$ cat src/rtl/mem_access_if.sv
// mem_access_if -- bundle of every non-clock/reset signal of the memory
// access stage.
//
//   Execute side : ex_valid, ex_ready, ex_is_load, ex_is_store, ex_addr,
//                  ex_store_data, ex_dest_reg
//   Memory side  : data_addr, data_out, data_read, data_write, data_in,
//                  mem_ack
//   Writeback    : wb_valid, wb_we, wb_dest_reg, wb_data
//   Error report : fault, fault_code (01 misaligned, 10 illegal, 11 timeout)
//
// The slave modport is the stage itself; the master modport is everything
// around it (execute stage, data memory and writeback consumer).
interface mem_access_if;
   logic        ex_valid;
   logic        ex_ready;
   logic        ex_is_load;
   logic        ex_is_store;
   logic [31:0] ex_addr;
   logic [31:0] ex_store_data;
   logic [3:0]  ex_dest_reg;

   logic [31:0] data_addr;
   logic [31:0] data_out;
   logic        data_read;
   logic        data_write;
   logic [31:0] data_in;
   logic        mem_ack;

   logic        wb_valid;
   logic        wb_we;
   logic [3:0]  wb_dest_reg;
   logic [31:0] wb_data;

   logic        fault;
   logic [1:0]  fault_code;

   modport slave (
      input  ex_valid, ex_is_load, ex_is_store, ex_addr, ex_store_data,
             ex_dest_reg, data_in, mem_ack,
      output ex_ready, data_addr, data_out, data_read, data_write,
             wb_valid, wb_we, wb_dest_reg, wb_data, fault, fault_code
   );

   modport master (
      output ex_valid, ex_is_load, ex_is_store, ex_addr, ex_store_data,
             ex_dest_reg, data_in, mem_ack,
      input  ex_ready, data_addr, data_out, data_read, data_write,
             wb_valid, wb_we, wb_dest_reg, wb_data, fault, fault_code
   );
endinterface

$ cat src/rtl/mem_access.sv
// mem_access -- memory access pipeline stage.
//
// Accepts one operation from the execute stage when ex_valid && ex_ready.
// Non-memory operations are forwarded to writeback the next cycle.
// Aligned loads/stores run a strobe on the data memory until mem_ack or a
// timeout, then produce one writeback cycle. Misaligned or illegal
// (load+store) operations never touch memory and report a fault instead.
//
// Ports:
//   clk    : rising-edge clock
//   reset  : synchronous, active-high reset
//   bus    : mem_access_if.slave (execute, data memory, writeback, fault)
//
// Parameter:
//   TIMEOUT : access cycles without mem_ack before the access is aborted
//             (counter is 4 bits, so 1..16).
module mem_access #(
   parameter int unsigned TIMEOUT = 16
) (
   input logic          clk,
   input logic          reset,
   mem_access_if.slave  bus
);

   typedef enum logic [1:0] {
      IDLE   = 2'd0,
      ACCESS = 2'd1,
      RESP   = 2'd2
   } state_t;

   // Last count value before an unacknowledged access is abandoned.
   localparam logic [3:0] CNT_LAST = 4'(TIMEOUT - 1);

   localparam logic [1:0] CODE_MISALIGN = 2'b01;
   localparam logic [1:0] CODE_ILLEGAL  = 2'b10;
   localparam logic [1:0] CODE_TIMEOUT  = 2'b11;

   state_t      state_q;
   logic [3:0]  cnt_q;

   logic [31:0] data_addr_q;
   logic [31:0] data_out_q;
   logic        data_read_q;
   logic        data_write_q;
   logic        wb_valid_q;
   logic        wb_we_q;
   logic [3:0]  wb_dest_reg_q;
   logic [31:0] wb_data_q;
   logic        fault_q;
   logic [1:0]  fault_code_q;

   logic        op_mem;
   logic        op_illegal;
   logic        op_misaligned;

   always_comb begin
      op_mem        = bus.ex_is_load | bus.ex_is_store;
      op_illegal    = bus.ex_is_load & bus.ex_is_store;
      op_misaligned = (bus.ex_addr[1:0] != 2'b00);
   end

   // The stage only takes new work while idle.
   assign bus.ex_ready = (state_q == IDLE);

   always_ff @(posedge clk) begin
      if (reset) begin
         state_q       <= IDLE;
         cnt_q         <= '0;
         data_addr_q   <= '0;
         data_out_q    <= '0;
         data_read_q   <= 1'b0;
         data_write_q  <= 1'b0;
         wb_valid_q    <= 1'b0;
         wb_we_q       <= 1'b0;
         wb_dest_reg_q <= '0;
         wb_data_q     <= '0;
         fault_q       <= 1'b0;
         fault_code_q  <= '0;
      end else begin
         // Writeback and fault are single-cycle pulses by default.
         wb_valid_q <= 1'b0;
         fault_q    <= 1'b0;

         unique case (state_q)
            IDLE: begin
               if (bus.ex_valid) begin
                  wb_dest_reg_q <= bus.ex_dest_reg;
                  if (!op_mem) begin
                     wb_valid_q <= 1'b1;
                     wb_we_q    <= 1'b1;
                     wb_data_q  <= bus.ex_addr;
                  end else if (op_illegal) begin
                     // Illegal takes priority over the alignment check.
                     wb_valid_q   <= 1'b1;
                     wb_we_q      <= 1'b0;
                     fault_q      <= 1'b1;
                     fault_code_q <= CODE_ILLEGAL;
                  end else if (op_misaligned) begin
                     wb_valid_q   <= 1'b1;
                     wb_we_q      <= 1'b0;
                     fault_q      <= 1'b1;
                     fault_code_q <= CODE_MISALIGN;
                  end else begin
                     data_addr_q  <= bus.ex_addr;
                     data_out_q   <= bus.ex_store_data;
                     data_read_q  <= bus.ex_is_load;
                     data_write_q <= bus.ex_is_store;
                     cnt_q        <= '0;
                     state_q      <= ACCESS;
                  end
               end
            end

            ACCESS: begin
               if (bus.mem_ack) begin
                  // An ack in the timeout cycle still completes normally.
                  data_read_q  <= 1'b0;
                  data_write_q <= 1'b0;
                  wb_valid_q   <= 1'b1;
                  wb_we_q      <= data_read_q;
                  if (data_read_q) begin
                     wb_data_q <= bus.data_in;
                  end
                  state_q      <= RESP;
               end else if (cnt_q == CNT_LAST) begin
                  data_read_q  <= 1'b0;
                  data_write_q <= 1'b0;
                  wb_valid_q   <= 1'b1;
                  wb_we_q      <= 1'b0;
                  fault_q      <= 1'b1;
                  fault_code_q <= CODE_TIMEOUT;
                  state_q      <= RESP;
               end else begin
                  cnt_q <= cnt_q + 4'd1;
               end
            end

            RESP: begin
               state_q <= IDLE;
            end

            default: begin
               state_q <= IDLE;
            end
         endcase
      end
   end

   assign bus.data_addr   = data_addr_q;
   assign bus.data_out    = data_out_q;
   assign bus.data_read   = data_read_q;
   assign bus.data_write  = data_write_q;
   assign bus.wb_valid    = wb_valid_q;
   assign bus.wb_we       = wb_we_q;
   assign bus.wb_dest_reg = wb_dest_reg_q;
   assign bus.wb_data     = wb_data_q;
   assign bus.fault       = fault_q;
   assign bus.fault_code  = fault_code_q;

endmodule

$ cat src/flat_wrapper.sv
// flat-port wrapper written by rule: the top's interface ports become plain ports
module mem_access_flat 
#(
   parameter int unsigned TIMEOUT = 16
)
  (clk, reset, bus_ex_valid, bus_ex_is_load, bus_ex_is_store, bus_ex_addr, bus_ex_store_data, bus_ex_dest_reg, bus_data_in, bus_mem_ack, bus_ex_ready, bus_data_addr, bus_data_out, bus_data_read, bus_data_write, bus_wb_valid, bus_wb_we, bus_wb_dest_reg, bus_wb_data, bus_fault, bus_fault_code);
  mem_access_if bus_i ();
  input logic clk;
  input logic reset;
  input wire logic [$bits(bus_i.ex_valid)-1:0] bus_ex_valid;
  input wire logic [$bits(bus_i.ex_is_load)-1:0] bus_ex_is_load;
  input wire logic [$bits(bus_i.ex_is_store)-1:0] bus_ex_is_store;
  input wire logic [$bits(bus_i.ex_addr)-1:0] bus_ex_addr;
  input wire logic [$bits(bus_i.ex_store_data)-1:0] bus_ex_store_data;
  input wire logic [$bits(bus_i.ex_dest_reg)-1:0] bus_ex_dest_reg;
  input wire logic [$bits(bus_i.data_in)-1:0] bus_data_in;
  input wire logic [$bits(bus_i.mem_ack)-1:0] bus_mem_ack;
  output wire logic [$bits(bus_i.ex_ready)-1:0] bus_ex_ready;
  output wire logic [$bits(bus_i.data_addr)-1:0] bus_data_addr;
  output wire logic [$bits(bus_i.data_out)-1:0] bus_data_out;
  output wire logic [$bits(bus_i.data_read)-1:0] bus_data_read;
  output wire logic [$bits(bus_i.data_write)-1:0] bus_data_write;
  output wire logic [$bits(bus_i.wb_valid)-1:0] bus_wb_valid;
  output wire logic [$bits(bus_i.wb_we)-1:0] bus_wb_we;
  output wire logic [$bits(bus_i.wb_dest_reg)-1:0] bus_wb_dest_reg;
  output wire logic [$bits(bus_i.wb_data)-1:0] bus_wb_data;
  output wire logic [$bits(bus_i.fault)-1:0] bus_fault;
  output wire logic [$bits(bus_i.fault_code)-1:0] bus_fault_code;
  assign bus_i.ex_valid = bus_ex_valid;
  assign bus_i.ex_is_load = bus_ex_is_load;
  assign bus_i.ex_is_store = bus_ex_is_store;
  assign bus_i.ex_addr = bus_ex_addr;
  assign bus_i.ex_store_data = bus_ex_store_data;
  assign bus_i.ex_dest_reg = bus_ex_dest_reg;
  assign bus_i.data_in = bus_data_in;
  assign bus_i.mem_ack = bus_mem_ack;
  assign bus_ex_ready = bus_i.ex_ready;
  assign bus_data_addr = bus_i.data_addr;
  assign bus_data_out = bus_i.data_out;
  assign bus_data_read = bus_i.data_read;
  assign bus_data_write = bus_i.data_write;
  assign bus_wb_valid = bus_i.wb_valid;
  assign bus_wb_we = bus_i.wb_we;
  assign bus_wb_dest_reg = bus_i.wb_dest_reg;
  assign bus_wb_data = bus_i.wb_data;
  assign bus_fault = bus_i.fault;
  assign bus_fault_code = bus_i.fault_code;
  mem_access #(.TIMEOUT(TIMEOUT)) u_core (.clk(clk), .reset(reset), .bus(bus_i));
endmodule
$ cat config.mk
export PLATFORM = sky130hd
export DESIGN_NAME = mem_access_flat
export DESIGN_NICKNAME = d
export VERILOG_FILES = /design/src/rtl/mem_access_if.sv /design/src/rtl/mem_access.sv /design/src/flat_wrapper.sv
export SDC_FILE = /design/constraint.sdc
export NUM_CORES = 1
export LEC_CHECK = 0
export BUFFER_PORTS_ARGS = -buffer_cell sky130_fd_sc_hd__buf_4
export CAP_MARGIN = 15
export CORE_ASPECT_RATIO = 2
export CORE_MARGIN = 5
export CORE_UTILIZATION = 49
export DETAILED_ROUTE_END_ITERATION = 8
export GPL_TIMING_DRIVEN = 1
export PLACE_DENSITY = 0.84
export SLEW_MARGIN = 20
export SYNTH_ARGS = -nofsm -noshare
export SYNTH_HDL_FRONTEND = slang
export SYNTH_SLANG_ARGS = --single-unit
$ cat constraint.sdc
create_clock -name clk -period 4.6 [get_ports clk]
set_clock_uncertainty 0.2 [all_clocks]
set_input_delay 0.69 -clock clk [delete_from_list [all_inputs] [get_ports clk]]
set_output_delay 0.69 -clock clk [all_outputs]
set_load 0.02 [all_outputs]
# Word-level counts from Yosys, hierarchy flattened
# Cells that the tools add are included.
# word_totals
rom_bits,0
ramBits,0
input_bits,106
ff_bits,113
out_inout_bits,108
wordCells,98
latch_bits,0
memories,0
# classes
n_mux,55
shifts,0
n_reduce_logical,11
addsub,1
n_bitwise,4
mul,0
div_mod_pow,0
order_cmp,0
n_eq_ne,15
# ops
cell,n
$mux W32,4
$pmux W32 S2,1
$mux W1,24
$mux W2,12
$mux W4,6
$reduce_and A5 Y1,3
$ne A2 B2 Y1 const B,7
$reduce_and A6 Y1,2
$pmux W1 S2,5
$pmux W2 S2,2
$pmux W4 S2,1
$reduce_and A7 Y1,1
$ne A2 B1 Y1 const B,3
$add A4 B1 Y4 const B,1
$eq A4 B4 Y1 const B,1
$ne A4 B4 Y1 const B,1
$reduce_and A4 Y1,1
$reduce_bool A2 Y1,2
$ne A3 B1 Y1 const B,1
$ne A3 B2 Y1 const B,1
$eq A2 B1 Y1 const B,1
$logic_not A2 Y1,1
$not A1 Y1,2
$reduce_and A2 Y1,1
2 further kinds,2

# Depth between registers and ports, before layout
# Gate-level depths: netlist (run 1).
# depth
ltp_word,6
depth_mapped,7
ltp_nobuf,5

# Worst setup path after synthesis (run 1)
# OpenSTA, ideal clock, no wires.
# synth_timing
kind,input-to-reg
startpoint,input port bus_ex_is_store
endpoint,"register u_core.wb_data_q[21], in the netlist u_core.bus.wb_data[21]"
stages,5
path_slack_ps,2387
arrival_time_ps,1873
t_required_ps,4259
path_buffers,2
setup_ps,141
path_cell_list,or4b_1 -> a21oi_2 -> buf_4 -> buf_2 -> a311oi_2
# synth_between
elab_chain_cells,3
# synth_rtl
item,line_no,source
"start, declared",flat_wrapper.sv:12,input wire logic [$bits(bus_i.ex_is_store)-1:0] bus_ex_is_store;
$or A1 B1 Y1,mem_access.sv:57,op_mem = bus.ex_is_load | bus.ex_is_store;
$ne A2 B2 Y1 (no line),n/a,
$reduce_and A5 Y1 (no line),n/a,
"end signal, assigned",mem_access.sv:91,wb_data_q <= bus.ex_addr;
"end signal, assigned",mem_access.sv:122,wb_data_q <= bus.data_in;
"end, declared",mem_access.sv:48,logic [31:0] wb_data_q;
# No other way between the ends.
# A chain may end at the register's enable or synchronous reset.

# Final worst setup path (run 1)
# layout_timing
startpoint,register u_core.state_q[0]
endpoint,"register u_core.wb_data_q[18], in the netlist u_core.bus.wb_data[18]"
# layout_between
elab_chain_cells,3
elab_cells_between_ends,9
classes_between,eq/ne: 5; mux: 1; reduce/logical: 3
# layout_rtl
item,line_no,source
"start, declared",mem_access.sv:38,state_t state_q;
"start signal, assigned",mem_access.sv:67,state_q <= IDLE;
"start signal, assigned",mem_access.sv:109,state_q <= ACCESS;
"start signal, assigned",mem_access.sv:124,state_q <= RESP;
$eq A2 B1 Y1 or $logic_not A2 Y1 (tied branches),mem_access.sv:84,unique case (state_q)
$ne A2 B1 Y1 (no line) (tied with other cells),n/a,
$reduce_and A5 Y1 (no line),n/a,
# Parallel ways exist; a longest one is shown, timed or not.

==> flow_metrics.tcl, run 1 <==
set metrics [dict create \
    power.switching_uw 591 \
    synth_cell_type_count 34 \
    synth_cells 543 \
    dieArea_sq_um 11000 \
    hold_start "u_core.bus.data_addr[2]" \
    start_util 0.503 \
    vias 4505 \
    worst_ep_arrival_time_ns 2.71 \
    drtAntennaViolNets 0 \
    cts.path.max_buffers 2 \
    synth_edf_count 0 \
    p_per_area_nw_per_um2 378 \
    reg2reg_slack_ns 1.99 \
    cell_internal_pwr_uw 1860 \
    cts_sinks 113 \
    status "finished clean" \
    die_w_um 76.8 \
    fin_ws_ns 1.99 \
    max_slew_margin 0.425 \
    antenna_found_initial 0 \
    p_comb_frac 0.119 \
    grt_max_degree 115 \
    first_iter_violations 323 \
    rsz0062_at_grt "no" \
    ys_ff_latch 113 \
    routed-wl-met2_um 7950 \
    holdBufCountCts 0 \
    r2r_end "u_core.bus.wb_data[18]" \
    slew_viol_final 0 \
    place_area_sq_um 5970 \
    worstSetupPathType "flip-flop to flip-flop" \
    m1WireLength_um 4740 \
    min_period_ns 2.61 \
    clock_latency_ns 0.40 \
    worstHoldPathType "flip-flop to flip-flop" \
    fmax_ghz 0.383 \
    whs_path_depth 2 \
    dpl_worst_slack_ns 1.66 \
    syn-cell-area_sq_um 4380 \
    place.gp.congestion 0.818 \
    reg2reg_from "u_core.state_q[0]" \
    wl_met3_um 898 \
    cts_resized 0 \
    syn_nets 650 \
    wl_per_cell_um 16.8 \
    syn_avg_cell_area_sq_um 8.06 \
    ioPinCount 214 \
    setup.worst_path.end_class "flip-flop" \
    clkTransAtPathRegs_ns 0.05 \
    yosysSeqAreaShare 0.517 \
    cts_tree "done" \
    yosysWarnings 0 \
    cp-start-kind "flip-flop" \
    area_delta_synth_final_pct 48.1 \
    first_pass_iters 5 \
    overflow 0 \
    dieHeight_um 144 \
    antenna_cells 0 \
    finalHoldViolCount 0 \
    cap_violations 0 \
    max-vdd-ir-drop_v 0.000341 \
    core-area_sq_um 8710 \
    grt_pass1_wl_um 22000 \
    via_per_inst 5.33 \
    setup_viol 0 \
    power.static_leakage_uw 0.00278 \
    drcViolationCount 0 \
    pwr-share-clk 0.459 \
    hold_end "u_core.bus.data_addr[2]" \
    netSwitchingFraction 0.241 \
    drive_above_1_share 0.350 \
    cts_setup_buffers 0 \
    post-dp-hpwl_um 10200 \
    grt_pass1_vias 4509 \
    rows 48 \
    num-nets-final 843 \
    worst_pin_slew_ns 0.863 \
    cts_buffers 17 \
    ys.flop_type "dfxtp_1" \
    required_ns 4.70 \
    design_area_sq_um 6480 \
    seq_power_share 0.421 \
    io_buffers 213 \
    r2r_cells 5 \
    top_layer "met4" \
    finalCritPeriodShare 0.567 \
    root_buffer "clkbuf_16" \
    grtUsageTotal 0.251 \
    cp_max_fo 66 \
    synth-async-reset-ratio 0 \
    htreeDepth 4 \
    setup_tns_ns 0 \
    routed_wl_um 14200 \
]
power by group through the flow:
stage / Clock (uW) / Combinational [uW] / Sequential [uW]
finish: 1130 / 293 / 1030
global route: 1190 / 316 / 1040
CTS: 1150 / 294 / 1030
detailed placement: 0 / 292 / 1050
global placement: 0 / 285 / 1050
floorplan: 0 / 101 / 1090
worst max-delay path, cell delays in order (launching register included):
cell      delay (ns)
dfxtp_1         0.46
or4b_1          0.64
a21oi_4         0.16
buf_4           0.58
nor2_1          0.15
a311oi_2        0.29
synthesized netlist by cell type, types with 2 or more instances:
master	count	area (sq um)
nor4b_1	2	17.5
nor3_1	5	25.0
a21oi_1	67	335
nor3b_1	3	22.5
nand3_1	3	15.0
nand2_1	193	724
a311oi_1	22	193
o21a_1	2	15.0
dfxtp_1	113	2260
nand2b_1	4	25.0
clkbuf_1	31	116
a21o_1	2	15.0
a31oi_1	5	31.3
nor2_1	41	154
nor2b_1	3	18.8
a22oi_1	2	15.0
mux2i_1	4	40.0
a311oi_2	10	150
buf_2	11	55.1
o21ai_0	6	30.0
worst max-delay path by stage:
stage / start / endpoint / slack, ns / cells past startpoint
floorplan: bus_ex_is_store / u_core.bus.wb_data[21] / 2.39 / 5
global route: u_core.state_q[0] / u_core.bus.wb_data[18] / 1.84 / 5
CTS: u_core.state_q[1] / u_core.bus.data_out[5] / 2.00 / 5
detailed placement: bus_ex_is_store / u_core.bus.data_out[5] / 1.66 / 5
finish: u_core.state_q[0] / u_core.bus.wb_data[18] / 1.99 / 5
global placement: bus_ex_is_store / u_core.bus.data_addr[8] / 1.78 / 6
metal layers:
layer | vias to the layer above | global-route usage
met3 | 38 | 0.0734
li1 | 2212 | -
met4 | 0 | 0.150
met5 | - | 0
met2 | 189 | 0.451
met1 | 2066 | 0.252
metrics by stage:
| stage | power (uW) | cells | util | hold slack [ns] |
|---|---|---|---|---|
| floorplan | 1190 | 543 | - | 0.267 |
| global placement | 1340 | 817 | 0.685 | 0.243 |
| detailed placement | 1350 | 817 | 0.685 | 0.247 |
| CTS | 2480 | 846 | 0.744 | 0.253 |
| global route | 2540 | 846 | 0.745 | 0.273 |
| finish | 2450 | 846 | 0.745 | 0.252 |
final cells by class:
class	instances	area, sq um
clock buffers	21	470
clock inverters	8	40.0
fillers	659	2220
multi-input cells	386	1950
flip-flops and latches	113	2260
well taps	100	125
repair buffers	218	1640
cell usage in the layout, fill, tap and decap left out, drive strengths merged, types with 5 or more instances in the layout:
cell type,netlist,routed
buf,13,218
nand2,193,193
dfxtp,113,113
a21oi,68,68
nor2,41,41
a311oi,32,32
clkbuf,31,21
clkinv,0,8
o21ai,6,6
a31oi,5,5
nor3,5,5
logic make-up (layout without fill, tap and decap cells):
family                     Yosys count  in the layout  synth area share
and+or+nand+nor                    260            260             0.239
AOI/OAI and AO/OA                  119            119             0.185
DFF                                113            113             0.517
buffers and inverters               44            247            0.0434
muxes                                4              4           0.00915
adders and majority gates            2              2           0.00514
xor gates and xnor gates             1              1           0.00200
Note: power is estimated with default switching activity, not from simulation.
==> run 2: changes to the inputs <==
- CORE_UTILIZATION: 49 -> 46
- PLACE_DENSITY: 0.84 -> 0.8
- clock period: 4.6 -> 2.6 ns (I/O delays scaled with it)
==> flow_metrics.tcl, run 2 (synthesis gave the netlist of run 1 again) <==
set metrics [dict create \
    grt_pass1_vias 4430 \
    worst_pin_slew_ns 0.803 \
    worstSetupPathType "flip-flop to flip-flop" \
    worst_ep_arrival_time_ns 2.34 \
    place.gp.congestion 0.830 \
    worstHoldPathType "primary input to flip-flop" \
    path_depth 5 \
    cp_top_family "simple AND/OR/NAND/NOR gates" \
    final_cells 859 \
    antenna_cells 0 \
    multi_input_comb_area_sq_um 1940 \
    clock_latency_ns 0.40 \
    first_pass_iters 6 \
    routed_wl_um 14100 \
    cts_resized 0 \
    vias 4528 \
    grtUsageTotal 0.237 \
    dieHeight_um 148 \
    area_delta_synth_final_pct 52.9 \
    clkTransAtPathRegs_ns 0.05 \
    max-vdd-ir-drop_v 0.000842 \
    final_common_cell "buf_4" \
    finalHoldViolCount 0 \
    status "finished clean" \
    use_met2 0.432 \
    drive_above_1_share 0.356 \
    max_slew_margin 0.465 \
    dpl_worst_slack_ns 0.370 \
    rsz0062_at_grt "no" \
    dp_cells 827 \
    core-area_sq_um 9320 \
    power.static_leakage_uw 0.00287 \
    htreeDepth 4 \
    grt_pass1_wl_um 21500 \
    root_buffer "clkbuf_16" \
    fmax_ghz 0.447 \
    cap_violations 0 \
    whs_path_depth 3 \
    grt_max_degree 75 \
    cts_buffers 17 \
    cp-start-kind "flip-flop" \
    dieArea_sq_um 11700 \
    cp_max_fo 66 \
    via_per_inst 5.27 \
    final_cell_mix "buf_4, nand2_1, dfxtp_1, a21oi_1, nor2_1" \
    cts_setup_buffers 0 \
    setup_tns_ns 0 \
    design_area_sq_um 6700 \
    cts.path.max_buffers 2 \
    holdBufCountCts 0 \
    die_w_um 79.0 \
    path_cells "or4b_1, a21oi_4, buf_12, nor2_1, a311oi_1" \
    cts_sinks 113 \
    layout.filler_cells 755 \
    wl_per_cell_um 16.5 \
    rows 50 \
    regArea_sq_um 2260 \
    drtAntennaViolNets 0 \
    num-nets-final 849 \
    io_buffers 213 \
    drcViolationCount 0 \
    reg2reg_slack_ns 0.36 \
    r2r_cells 5 \
    fin_util 0.718 \
    slew_viol_final 0 \
    required_ns 2.70 \
    max_stage_delay_ns 0.63 \
    setup.worst_path.end_class "flip-flop" \
    cts_tree "done" \
    start_util 0.470 \
    critical-path-slowest-cell "or4b_1" \
    cp_num_buf_inv 1 \
    min_period_ns 2.24 \
    met1_usage 0.228 \
    overflow 0 \
    p_per_area_nw_per_um2 730 \
    post-dp-hpwl_um 10300 \
    finalCritPeriodShare 0.861 \
    use_met3 0.0787 \
    antenna_found_initial 0 \
    ioPinCount 214 \
    setup_viol 0 \
    first_iter_violations 237 \
    place_area_sq_um 6040 \
    fin_ws_ns 0.362 \
    busiest_layer "met2" \
]
## run 2: cell types whose count changed in the layout (fill, tap and decap cells not counted)
cell | previous run | this run
clkinvlp_4 | 0 | 2
bufinv_16 | 0 | 5
and3_4 | 1 | 0
clkinv_2 | 8 | 3
buf_12 | 0 | 2
and3_2 | 0 | 1
buf_6 | 1 | 0
clkbuf_1 | 1 | 2
buf_4 | 217 | 222
## run 2: final timing paths
path | from | to
max | u_core.state_q[0] | u_core.bus.wb_data[9]
min | bus_ex_dest_reg[3] | u_core.bus.wb_dest_reg[3]
max reg2reg | u_core.state_q[0] | u_core.bus.wb_data[9]
min reg2reg | u_core.bus.data_addr[10] | u_core.bus.data_addr[10]
## run 2: area by class of cell
type | count | share of cell area
Sequential cell | 113 | 0.338
Multi-Input combinational cell | 386 | 0.290
Timing Repair Buffer | 224 | 0.255
Clock buffer | 22 | 0.0708
Clock inverter | 10 | 0.0269
Tap cell | 104 | 0.0194
## run 2: power by group
group	switching [uW]	leakage [uW]	internal (uW)	total (uW)
clock network	765	0.000316	1770	2540
logic	277	0.00164	248	524
registers	34.5	0.000918	1800	1830
## run 2: layer usage
metal	routed length [um]	share of wire
met2	7890	0.56
met1	4850	0.34
met3	773	0.055
met4	626	0.044
met5	0	0
## run 2: worst reg2reg max path, cell delays in order (launching register included)
cell,delay [ns]
dfxtp_1,0.46
or4b_1,0.64
a21oi_4,0.20
buf_12,0.30
nor2_1,0.09
a311oi_1,0.26
## run 2: stage by stage
stage / power (uW) / hold WS [ns]
3_5_place_dp: 2390 / 0.247
2_1_floorplan: 2110 / 0.267
5_1_grt: 5080 / 0.0118
6_report: 4890 / 0.0329
3_3_place_gp: 2380 / 0.242
4_1_cts: 4930 / 0.0203
==> run 3: changes to the inputs <==
- CORE_UTILIZATION: 46 -> 49
- PLACE_DENSITY: 0.8 -> 0.82
- SKIP_CTS_REPAIR_TIMING: default -> 1
- clock period: 2.6 -> 2.85 ns (I/O delays scaled with it)
==> flow_metrics.tcl, run 3 (synthesis gave the netlist of run 1 again) <==
set metrics [dict create \
    status "finished clean" \
    netSwitchingFraction 0.230 \
    worst_pin_slew_ns 0.720 \
    via_per_inst 5.35 \
    dieArea_sq_um 11000 \
    clock_latency_ns 0.40 \
    final_cell_mix "buf_4, nand2_1, dfxtp_1, a21oi_1, nor2_1" \
    antenna_cells 0 \
    worst_ep_arrival_time_ns 2.36 \
    core-area_sq_um 8710 \
    setup.worst_path.end_class "flip-flop" \
    min_period_ns 2.26 \
    pwr-share-clk 0.489 \
    root_buffer "clkbuf_16" \
    die_w_um 76.8 \
    design_area_sq_um 6610 \
    cts_buffers 17 \
    drcViolationCount 0 \
    worstHoldPathType "primary input to flip-flop" \
    grt_pass1_wl_um 22300 \
    wl_per_cell_um 16.8 \
    start_util 0.503 \
    setup_tns_ns 0 \
    fmax_ghz 0.442 \
    p_per_area_nw_per_um2 636 \
    power.switching_uw 965 \
    cap_violations 0 \
    cp-start-kind "flip-flop" \
    finalHoldViolCount 0 \
    reg2reg_slack_ns 0.59 \
    rsz0062_at_grt "no" \
    cts_sinks 113 \
    fin_ws_ns 0.587 \
    clkTransAtPathRegs_ns 0.05 \
    grt_max_degree 69 \
    p_comb_frac 0.114 \
    max_slew_margin 0.520 \
    required_ns 2.95 \
    overflow 0 \
    finalCritPeriodShare 0.794 \
    drtAntennaViolNets 0 \
    slew_viol_final 0 \
    drive_above_1_share 0.349 \
    io_buffers 213 \
    place.gp.congestion 0.806 \
    worstSetupPathType "flip-flop to flip-flop" \
    ioPinCount 214 \
    cp_max_fo 66 \
    power.static_leakage_uw 0.00283 \
    grt_pass1_vias 4603 \
    antenna_found_initial 0 \
    seq_power_share 0.397 \
    cts.path.max_buffers 2 \
    grtUsageTotal 0.254 \
    dpl_worst_slack_ns 0.572 \
    first_pass_iters 5 \
    htreeDepth 4 \
    setup_viol 0 \
    place_area_sq_um 6030 \
    cell_internal_pwr_uw 3240 \
    num-nets-final 847 \
    vias 4564 \
    rows 48 \
    final_common_cell "buf_4" \
    post-dp-hpwl_um 10000 \
    area_delta_synth_final_pct 51.0 \
    dieHeight_um 144 \
    cts_tree "done" \
    max-vdd-ir-drop_v 0.000462 \
    routed_wl_um 14300 \
    first_iter_violations 221 \
]
-- run 3: cell count changes in the layout (fill, tap and decap cells not counted), sizes merged --
cell	change
bufinv	-3
clkbuf	+5
buf	-2
clkinvlp	-2
-- run 3: final timing paths --
check / start / end / cells after the start
setup / recovery: u_core.state_q[0] / u_core.bus.wb_data[3] / 5
hold / removal: bus_ex_dest_reg[2] / u_core.bus.wb_dest_reg[2] / 3
setup reg to reg: u_core.state_q[0] / u_core.bus.wb_data[3] / 5
hold reg to reg: u_core.bus.data_addr[2] / u_core.bus.data_addr[2] / 2
-- run 3: routing by layer --
layer	up-vias	GRT usage	wire (um)
met5	-	0	0
met4	0	0.167	836
met3	50	0.0822	958
met2	204	0.457	7800
met1	2086	0.244	4710
li1	2224	-	-
-- run 3: stage by stage --
| stage | instances | hold slack [ns] | total power, uW | utilization |
|---|---|---|---|---|
| 2_1_floorplan | 543 | 0.267 | 1920 | - |
| 3_3_place_gp | 821 | 0.241 | 2160 | 0.693 |
| 3_5_place_dp | 821 | 0.247 | 2180 | 0.693 |
| 4_1_cts | 853 | 0.0514 | 4230 | 0.759 |
| 5_1_grt | 853 | 0.0615 | 4360 | 0.759 |
| 6_report | 853 | 0.0643 | 4200 | 0.759 |
-- run 3: cell type report --
type                            count  area [sq um]
Fill cell                         621          2100
Clock buffer                       27           503
Clock inverter                      5          75.1
Multi-Input combinational cell    386          1940
Tap cell                          100           125
Timing Repair Buffer              222          1700
Sequential cell                   113          2260
-- run 3: critical path, cell delays in order, from the launching register on --
cell      delay [ns]
dfxtp_1         0.46
or4b_1          0.64
a21oi_4         0.19
buf_12          0.28
nor2_1          0.08
a311oi_1        0.28
-- run 3: power by group through the flow --
stage | Clock, uW | Sequential (uW) | Combinational, uW
3_3_place_gp | 0 | 1700 | 466
5_1_grt | 2170 | 1670 | 516
2_1_floorplan | 0 | 1760 | 163
4_1_cts | 2080 | 1670 | 482
3_5_place_dp | 0 | 1700 | 478
6_report | 2050 | 1670 | 479
